**src/rtl/dvd_pkg.sv**
```systemverilog
// Shared constants for the one-pixel DVD screensaver.
// Provides the default tile-grid geometry, which the pixel-compare logic also
// uses, and the motion FSM state encoding.
package dvd_pkg;

  localparam int X_MAX_DEF = 19;
  localparam int Y_MAX_DEF = 14;
  localparam int XW_DEF    = 5;
  localparam int YW_DEF    = 4;
  localparam int DIV_W_DEF = 4;

  // Plain constants keep the encoding fixed for older tools that read these.
  typedef logic [1:0] state_t;
  localparam state_t ST_RUN        = 2'd0;
  localparam state_t ST_PAUSED     = 2'd1;
  localparam state_t ST_STEP_ARMED = 2'd2;

endpackage

```
**src/rtl/dvd_axis_stepper.sv**
```systemverilog
// One axis of the bouncing pixel: position plus travel direction.
// Ports:
//   clk, reset     clock, async active-high reset (pos=INIT, dir=1)
//   move_i         advance one step this cycle
//   load_i         reload init_pos_i / load_dir_i (wins over move_i)
//   load_dir_i     direction loaded on load_i
//   init_pos_i     position loaded on load_i
//   pos_o, dir_o   registered position / direction (1 = increasing)
//   flip_o         combinational: this cycle's move reverses direction,
//                  so the parent can register it alongside pos_o
module dvd_axis_stepper #(
  parameter int W    = 5,
  parameter int MAX  = 19,
  parameter int INIT = 0
) (
  input  logic         clk,
  input  logic         reset,
  input  logic         move_i,
  input  logic         load_i,
  input  logic         load_dir_i,
  input  logic [W-1:0] init_pos_i,
  output logic [W-1:0] pos_o,
  output logic         dir_o,
  output logic         flip_o
);

  localparam logic [W-1:0] MAX_V  = W'(MAX);
  localparam logic [W-1:0] INIT_V = W'(INIT);

  logic [W-1:0] pos_q, pos_d;
  logic         dir_q, dir_d;
  logic         at_edge;

  // >= rather than == so an out-of-range init still turns back.
  assign at_edge = dir_q ? (pos_q >= MAX_V) : (pos_q == '0);
  assign flip_o  = move_i & ~load_i & at_edge;

  always_comb begin
    pos_d = pos_q;
    dir_d = dir_q;
    if (load_i) begin
      pos_d = init_pos_i;
      dir_d = load_dir_i;
    end else if (move_i) begin
      // A bounce spends the whole move on turning around.
      if (at_edge)    dir_d = ~dir_q;
      else if (dir_q) pos_d = pos_q + 1'b1;
      else            pos_d = pos_q - 1'b1;
    end
  end

  always_ff @(posedge clk or posedge reset) begin
    if (reset) begin
      pos_q <= INIT_V;
      dir_q <= 1'b1;
    end else begin
      pos_q <= pos_d;
      dir_q <= dir_d;
    end
  end

  assign pos_o = pos_q;
  assign dir_o = dir_q;

endmodule

```
**src/rtl/dvd_motion_ctrl.sv**
```systemverilog
// Motion sequencer for the one-pixel DVD screensaver.
// Turns vsync rising edges into frame ticks, divides them by speed+1,
// applies pause / single-step control and moves the pixel with edge bounce.
// Ports:
//   clk, reset            pixel clock, async active-high reset
//   vsync                 from hvsync_generator (clk domain)
//   enable                0 freezes motion and the divider
//   pause, step           pause level / single-move pulse while paused
//   load, init_dir        reload start position and {dir_x, dir_y}
//   speed                 move once every speed+1 frames
//   pos_x, pos_y          tile coordinates
//   dir_x, dir_y          1 = right / down
//   frame_tick            pulse per vsync rising edge
//   bounce, corner        pulse on any / both axis flips
//   color_idx             bumps by one per bounce
module dvd_motion_ctrl import dvd_pkg::*; #(
  parameter int X_MAX  = X_MAX_DEF,
  parameter int Y_MAX  = Y_MAX_DEF,
  parameter int XW     = XW_DEF,
  parameter int YW     = YW_DEF,
  parameter int X_INIT = 0,
  parameter int Y_INIT = 1,
  parameter int DIV_W  = DIV_W_DEF
) (
  input  logic             clk,
  input  logic             reset,
  input  logic             vsync,
  input  logic             enable,
  input  logic             pause,
  input  logic             step,
  input  logic             load,
  input  logic [1:0]       init_dir,
  input  logic [DIV_W-1:0] speed,
  output logic [XW-1:0]    pos_x,
  output logic [YW-1:0]    pos_y,
  output logic             dir_x,
  output logic             dir_y,
  output logic             frame_tick,
  output logic             bounce,
  output logic             corner,
  output logic [2:0]       color_idx
);

  localparam logic [XW-1:0] X_INIT_V = XW'(X_INIT);
  localparam logic [YW-1:0] Y_INIT_V = YW'(Y_INIT);

  logic             vsync_q, tick_q;
  logic [DIV_W-1:0] div_q, div_d;
  state_t           st_q, st_d;
  logic             bounce_q, corner_q;
  logic [2:0]       color_q, color_d;

  logic qual, div_hit, move_run, move_step, move;
  logic flip_x, flip_y;

  // Qualified frame: the tick itself ignores enable, motion does not.
  assign qual      = tick_q & enable;
  // >= so lowering speed below the running count fires on the next frame.
  assign div_hit   = (div_q >= speed);
  assign move_run  = qual & (st_q == ST_RUN) & div_hit;
  assign move_step = qual & (st_q == ST_STEP_ARMED);
  assign move      = (move_run | move_step) & ~load;

  always_comb begin
    st_d  = st_q;
    div_d = div_q;
    if (load) begin
      st_d  = ST_RUN;
      div_d = '0;
    end else begin
      case (st_q)
        ST_RUN: begin
          if (qual) div_d = div_hit ? '0 : div_q + 1'b1;
          if (pause) st_d = ST_PAUSED;
        end
        ST_PAUSED: begin
          if (!pause)    st_d = ST_RUN;
          else if (step) st_d = ST_STEP_ARMED;
        end
        ST_STEP_ARMED: begin
          if (!pause)         st_d = ST_RUN;
          else if (move_step) st_d = ST_PAUSED;
        end
        default: st_d = ST_RUN;
      endcase
    end
  end

  dvd_axis_stepper #(.W(XW), .MAX(X_MAX), .INIT(X_INIT)) u_x (
    .clk        (clk),
    .reset      (reset),
    .move_i     (move),
    .load_i     (load),
    .load_dir_i (init_dir[1]),
    .init_pos_i (X_INIT_V),
    .pos_o      (pos_x),
    .dir_o      (dir_x),
    .flip_o     (flip_x)
  );

  dvd_axis_stepper #(.W(YW), .MAX(Y_MAX), .INIT(Y_INIT)) u_y (
    .clk        (clk),
    .reset      (reset),
    .move_i     (move),
    .load_i     (load),
    .load_dir_i (init_dir[0]),
    .init_pos_i (Y_INIT_V),
    .pos_o      (pos_y),
    .dir_o      (dir_y),
    .flip_o     (flip_y)
  );

  // A corner flips both axes but still counts as a single colour change.
  assign color_d = (flip_x | flip_y) ? color_q + 3'd1 : color_q;

  always_ff @(posedge clk or posedge reset) begin
    if (reset) begin
      vsync_q  <= 1'b1;  // no tick if vsync is already high out of reset
      tick_q   <= 1'b0;
      div_q    <= '0;
      st_q     <= ST_RUN;
      bounce_q <= 1'b0;
      corner_q <= 1'b0;
      color_q  <= 3'd0;
    end else begin
      vsync_q  <= vsync;
      tick_q   <= vsync & ~vsync_q;
      div_q    <= div_d;
      st_q     <= st_d;
      bounce_q <= flip_x | flip_y;
      corner_q <= flip_x & flip_y;
      color_q  <= color_d;
    end
  end

  assign frame_tick = tick_q;
  assign bounce     = bounce_q;
  assign corner     = corner_q;
  assign color_idx  = color_q;

endmodule

```
**config.mk**
```make
export PLATFORM = sky130hd
export DESIGN_NAME = dvd_motion_ctrl
export DESIGN_NICKNAME = d
export VERILOG_FILES = /design/src/rtl/dvd_pkg.sv /design/src/rtl/dvd_axis_stepper.sv /design/src/rtl/dvd_motion_ctrl.sv
export SDC_FILE = /design/constraint.sdc
export NUM_CORES = 1
export LEC_CHECK = 0
export CAP_MARGIN = 15
export CORE_AREA = 3 3 74 83
export DETAILED_ROUTE_END_ITERATION = 12
export DIE_AREA = 0 0 77 86
export DONT_BUFFER_PORTS = 1
export PLACE_DENSITY = 0.48
export SLEW_MARGIN = 15
export SYNTH_ARGS = -nofsm -noshare
export SYNTH_HDL_FRONTEND = slang
export SYNTH_SLANG_ARGS = --single-unit
```
**constraint.sdc**
```tcl
create_clock -name clk -period 1.98 [get_ports clk]
set_clock_uncertainty 0.15 [all_clocks]
set_input_delay 0.198 -clock clk [delete_from_list [all_inputs] [get_ports clk]]
set_output_delay 0.198 -clock clk [all_outputs]
set_load 0.02 [all_outputs]
```
# After elaboration in Yosys (flattened, before gate mapping)
# Cells that the tools add are included.
[totals] register_bits=24 out_inout_bits=17 word_cells=84 in_bits=13
[classes] add_sub_neg=6 muxes=27 magnitude_cmp=3 n_bitwise=16 n_reduce_logical=14 n_eq_ne=7
[ops] cell="$mux 4" n=8
[ops] cell="$mux 5" n=4
[ops] cell="$mux 2" n=6
[ops] cell="$and 1x1->1" n=10
[ops] cell="$reduce_and 2->1" n=5
[ops] cell="$reduce_bool 2->1" n=5
[ops] cell="$add 4x1->4 const B" n=2
[ops] cell="$mux 1" n=8
[ops] cell="$ne 4x4->1 const B" n=2
[ops] cell="$pmux 2 s3" n=1
[ops] cell="$add 5x1->5 const B" n=1
[ops] cell="$ge 5x5->1 const B" n=1
[ops] cell="$logic_not 5->1" n=1
[ops] cell="$sub 5x1->5 const B" n=1
[ops] cell="$ge 4x4->1" n=1
[ops] cell="$ge 4x4->1 const B" n=1
[ops] cell="$logic_not 4->1" n=1
[ops] cell="$ne 2x2->1 const B" n=2
[ops] cell="$not 1->1" n=4
[ops] cell="$sub 4x1->4 const B" n=1
[ops] cell="$add 3x1->3 const B" n=1
[ops] cell="$ne 3x3->1 const B" n=1
[ops] cell="$reduce_and 3->1" n=1
[ops] cell="$eq 2x1->1 const B" n=1
[ops] cell="3 further kinds" n=4

# Depth between registers and ports, before layout
[logic_depth] depth_word=8 depth_mapped=7 depth_no_buf=6

# Hierarchy
# A second synthesis with hierarchy kept.
[hier_totals] hier_cells=170 area_unflattened_um2=1610.3
[by_module_without_submodules] mod="dvd_motion_ctrl" area_each_um2=711.9 cells_each=71 seq_area_each_um2=326.6 n_inst=1
[by_module_without_submodules] mod="dvd_axis_stepper (u_x)" area_each_um2=500.5 cells_each=57 seq_area_each_um2=151.4 n_inst=1
[by_module_without_submodules] mod="dvd_axis_stepper (u_y)" area_each_um2=397.9 cells_each=42 seq_area_each_um2=127.6 n_inst=1

# Least setup slack after synthesis
# OpenSTA, ideal clock, no wires.
[synth_path] kind="register -> register" startpoint="register u_y.dir_q, in the netlist u_y.dir_o" endpoint="register u_y.pos_q[3], in the netlist u_y.pos_o[3]" setup_time_ns=0.125 arrival_time_ns=1.795 stages_incl_launch_ff=7 period_less_slack_ns=2.070 t_required_ns=1.705 n_path_buf=0 path_slack_ns=-0.090 cell_sequence="dfstp_2 -> inv_1 -> ha_1 -> nand3_1 -> and3_1 -> o211a_1 -> mux2_4"
[synth_via] elab_chain_len=4 word_cells_on_any_way=7 cone_classes="1 x eq/ne; 5 x mux; 1 x reduce/logical"
[synth_rtl] item="start: declaration" line="dvd_axis_stepper.sv:31" rtl="logic dir_q, dir_d;"
[synth_rtl] item="start signal: assignment" line="dvd_axis_stepper.sv:58" rtl="dir_q <= dir_d;"
[synth_rtl] item="$mux 4" line="dvd_axis_stepper.sv:47" rtl="else if (dir_q) pos_d = pos_q + 1'b1;"
[synth_rtl] item="$mux 4" line="dvd_axis_stepper.sv:46" rtl="if (at_edge) dir_d = ~dir_q;"
[synth_rtl] item="$mux 4" line="dvd_axis_stepper.sv:44" rtl="end else if (move_i) begin"
[synth_rtl] item="$mux 4" line="dvd_axis_stepper.sv:41" rtl="if (load_i) begin"
[synth_rtl] item="end signal: assignment" line="dvd_axis_stepper.sv:57" rtl="pos_q <= pos_d;"
[synth_rtl] item="end: declaration" line="dvd_axis_stepper.sv:30" rtl="logic [W-1:0] pos_q, pos_d;"
# Several ways; a longest one is shown, not always the timed one. The select of a mux whose other input is x is not followed.
# A chain may end at the register's enable or synchronous reset.

# Worst setup path after layout
[layout_path] startpoint="register div_q[0]" endpoint="register u_y.pos_q[3], in the netlist u_y.pos_o[3]"
[layout_via] elab_chain_len=6
[layout_rtl] item="start: declaration" line="dvd_motion_ctrl.sv:48" rtl="logic [DIV_W-1:0] div_q, div_d;"
[layout_rtl] item="start signal: assignment" line="dvd_motion_ctrl.sv:128" rtl="div_q <= div_d;"
[layout_rtl] item="$ge 4x4->1" line="dvd_motion_ctrl.sv:59" rtl="assign div_hit = (div_q >= speed);"
[layout_rtl] item="$and 1x1->1" line="dvd_motion_ctrl.sv:60" rtl="assign move_run = qual & (st_q == ST_RUN) & div_hit;"
[layout_rtl] item="$or 1x1->1" line="dvd_motion_ctrl.sv:62" rtl="assign move = (move_run | move_step) & ~load;"
[layout_rtl] item="$and 1x1->1" line="dvd_motion_ctrl.sv:62"
[layout_rtl] item="$reduce_bool 2->1 (no source line)"
[layout_rtl] item="$reduce_and 2->1 (no source line)"
# No other way between the ends.

==> metrics <==
critical path required time=1.99 ns; Pwr Density=around 560 nW/um^2; Final Hold Viols=0; wirelength, routed=4260 um; area leader, netlist=dfrtp_1; PortBufs=0; Reg clk slew, reported paths=0.09 ns; nets=226; TritonCTS Sinks=24; Max Cap Viol=0; Initial DRC Count=66; Worst EP arrival=a little over 2 ns; Vias/cell=5.17; post-route setup TNS=-0.0522 ns; Filler cells=534; top cell type's share of synthesized area=31.5%; Area Overhead vs Synth=35.6%; commonest non-fill, non-tap cell in the layout=buf_4; CORE AREA=5360 um^2; Distinct cells, synth=51; number of cells produced by synthesis=159; post-route ant nets=0; post-synthesis sequential element count=24; Startpoint Class=register; Syn Area/Cell=about 10 um^2; asr flop ratio synth=100%; DP HPWL=3240 um; CP Cell Sequence=inv_2 > ha_4 > or3b_4 > a21bo_4 > o211a_1 > mux2_4; Starting Density=29.6%; grt total ovfl=0; register area share after synthesis=38.1%; clk buf depth=2; net count after synthesis=185; root buffer cell=clkbuf_8; unrepaired setup endpoints after global routing=true; Tmin final=2.01 ns; final instance area=2150 um^2; Synth area leaders=dfrtp_1, ha_1, dfstp_2; Max-slew headroom=about two thirds; CP peak stage delay=around 0.40 ns; I/O pin count=30; final setup fails=3; Chip Height=86 um; H-tree levels=1; pin count of the biggest net entering global routing=17; cts bufs inserted=3; Main synth FF type=dfrtp_1; outcome=finished with violations; first-pass GRT wire length=7090 um; WS Path Type=reg -> reg; crit path max-delay cell type=or3b_4; Residual DRC=0; die area=6620 um^2; crit end category=register; antenna violations before repair=0; Placer Congestion=0.756; Max Slew Vio Count=0; Post-Place Worst Slack=-0.0807 ns; synth warn=0; Slew @ Worst Pin=0.525 ns; final worst path period share=102%; drt wl/cell=15.6 um; gr usage total=about an eighth; failing checks=setup timing; Worst IR Drop VDD=261 uV; max frequency=0.497 GHz; std cell rows=28; setup slack after layout=-0.0306 ns; CTS tree=done; most frequent cells in the layout=buf_4, dfrtp_1, nor2_1; drt pass-1 iters=6; Mapped Area=1590 um^2; layout cells sized above 1=36.7%; worst skew pair latency=0.26 ns; Crit Path Max Fanout=6; Ant. Diodes=0; Vias=1416; CP top delay family=simple AND/OR/NAND/NOR gates; Die X=77 um; Lkg Pwr=0.985 nW; worst min path class=in -> reg; vias in the first global route=1464; Post-synth EDFFs=0; Worst Path Buf+Inv=1; placed inst area=slightly below 2000 um^2
[layout make-up]
cell class	instances	area [um^2]	share of cell area, %
Multi-Input combinational cell	121	1040	48.2
Sequential cell	24	607	28.2
Tap cell	75	93.8	4.36
Timing Repair Buffer	40	323	15.0
Inverter	10	37.5	1.74
Clock buffer	4	55.1	2.56
[flip-flops by register name, summed over array words and instances (netlist names)]
| register | count |
|---|---|
| u_x.dir_o | 1 |
| corner | 1 |
| color_idx | 3 |
| frame_tick | 1 |
| u_y.pos_o | 4 |
| st_q | 2 |
| vsync_q | 1 |
| u_y.dir_o | 1 |
| u_x.pos_o | 5 |
| div_q | 4 |
| bounce | 1 |
[synth_stat cells, types with 2 or more instances]
library cell  instances
dfrtp_1              20
a21oi_1              12
ha_1                 11
nand3_1              11
nor2_1               10
inv_1                 9
nand2_1               8
nand4_1               7
nor2b_1               5
xnor2_1               5
a31oi_1               4
dfstp_2               4
o21ai_0               4
clkbuf_1              3
a211oi_1              2
a31o_2                2
and3_1                2
fa_1                  2
mux2_4                2
nand3b_1              2
nor3_1                2
o211a_1               2
o211ai_1              2
[worst register-to-register path: stages (launching register included)]
cell and delay [ns]:
dfrtp_1 0.39, inv_2 0.08, ha_4 0.19, or3b_4 0.40
a21bo_4 0.27, o211a_1 0.13, mux2_4 0.29
[layer usage]
layer	track usage (%)	wire length [um]	vias up
met2	23.2	2230	30
met4	5.02	57	0
li1	-	-	682
met1	16.1	1750	700
met3	2.52	224	4
met5	0	0	-
[timing repair]
action	in CTS	in global routing
pin swaps	4	8
buffers inserted	1	0
gates resized for setup	5	13
endpoints found under the hold margin	23	0
endpoints found under the setup margin	7	17
hold buffers	6	0
[report_power, final]
| group | internal (mW) | total (mW) | leakage (nW) | switching, mW |
|---|---|---|---|---|
| combinational | 0.139 | 0.313 | 0.640 | 0.174 |
| clock | 0.178 | 0.337 | 0.0288 | 0.160 |
| sequential | 0.516 | 0.548 | 0.317 | 0.0322 |
| total | 0.832 | 1.20 | 0.985 | 0.366 |
[stage by stage]
stage	instances	power [mW]	hold slack, ns	utilization, %
global route	274	1.26	0.0326	40.2
finish	274	1.20	0.0136	40.2
global placement	263	0.822	-0.0790	36.1
detailed placement	263	0.830	-0.0831	36.1
floorplan	159	0.734	0.0525	-
CTS	274	1.19	0.0132	39.0
[logic make-up after synthesis]
family	share of synthesized area [%]
fa+ha+maj	11.2
simple gates	20.2
flops	38.1
xor+xnor	2.76
compound gates	21.8
buf+inv	3.39
mux	2.60
[final timing paths]
check / startpoint / slack, ns / endpoint / depth (start not counted)
setup / recovery: div_q[0] / -0.03 / u_y.pos_o[3] / 6
min in group asynchronous: reset / 0.18 / u_x.pos_o[0] / 2
max in group asynchronous: reset / 0.90 / u_y.dir_o / 3
setup reg to reg: div_q[0] / -0.03 / u_y.pos_o[3] / 6
hold / removal: load / 0.01 / u_x.pos_o[0] / 2
hold reg to reg: vsync_q / 0.36 / frame_tick / 1
(Power assumes the default switching activity.)
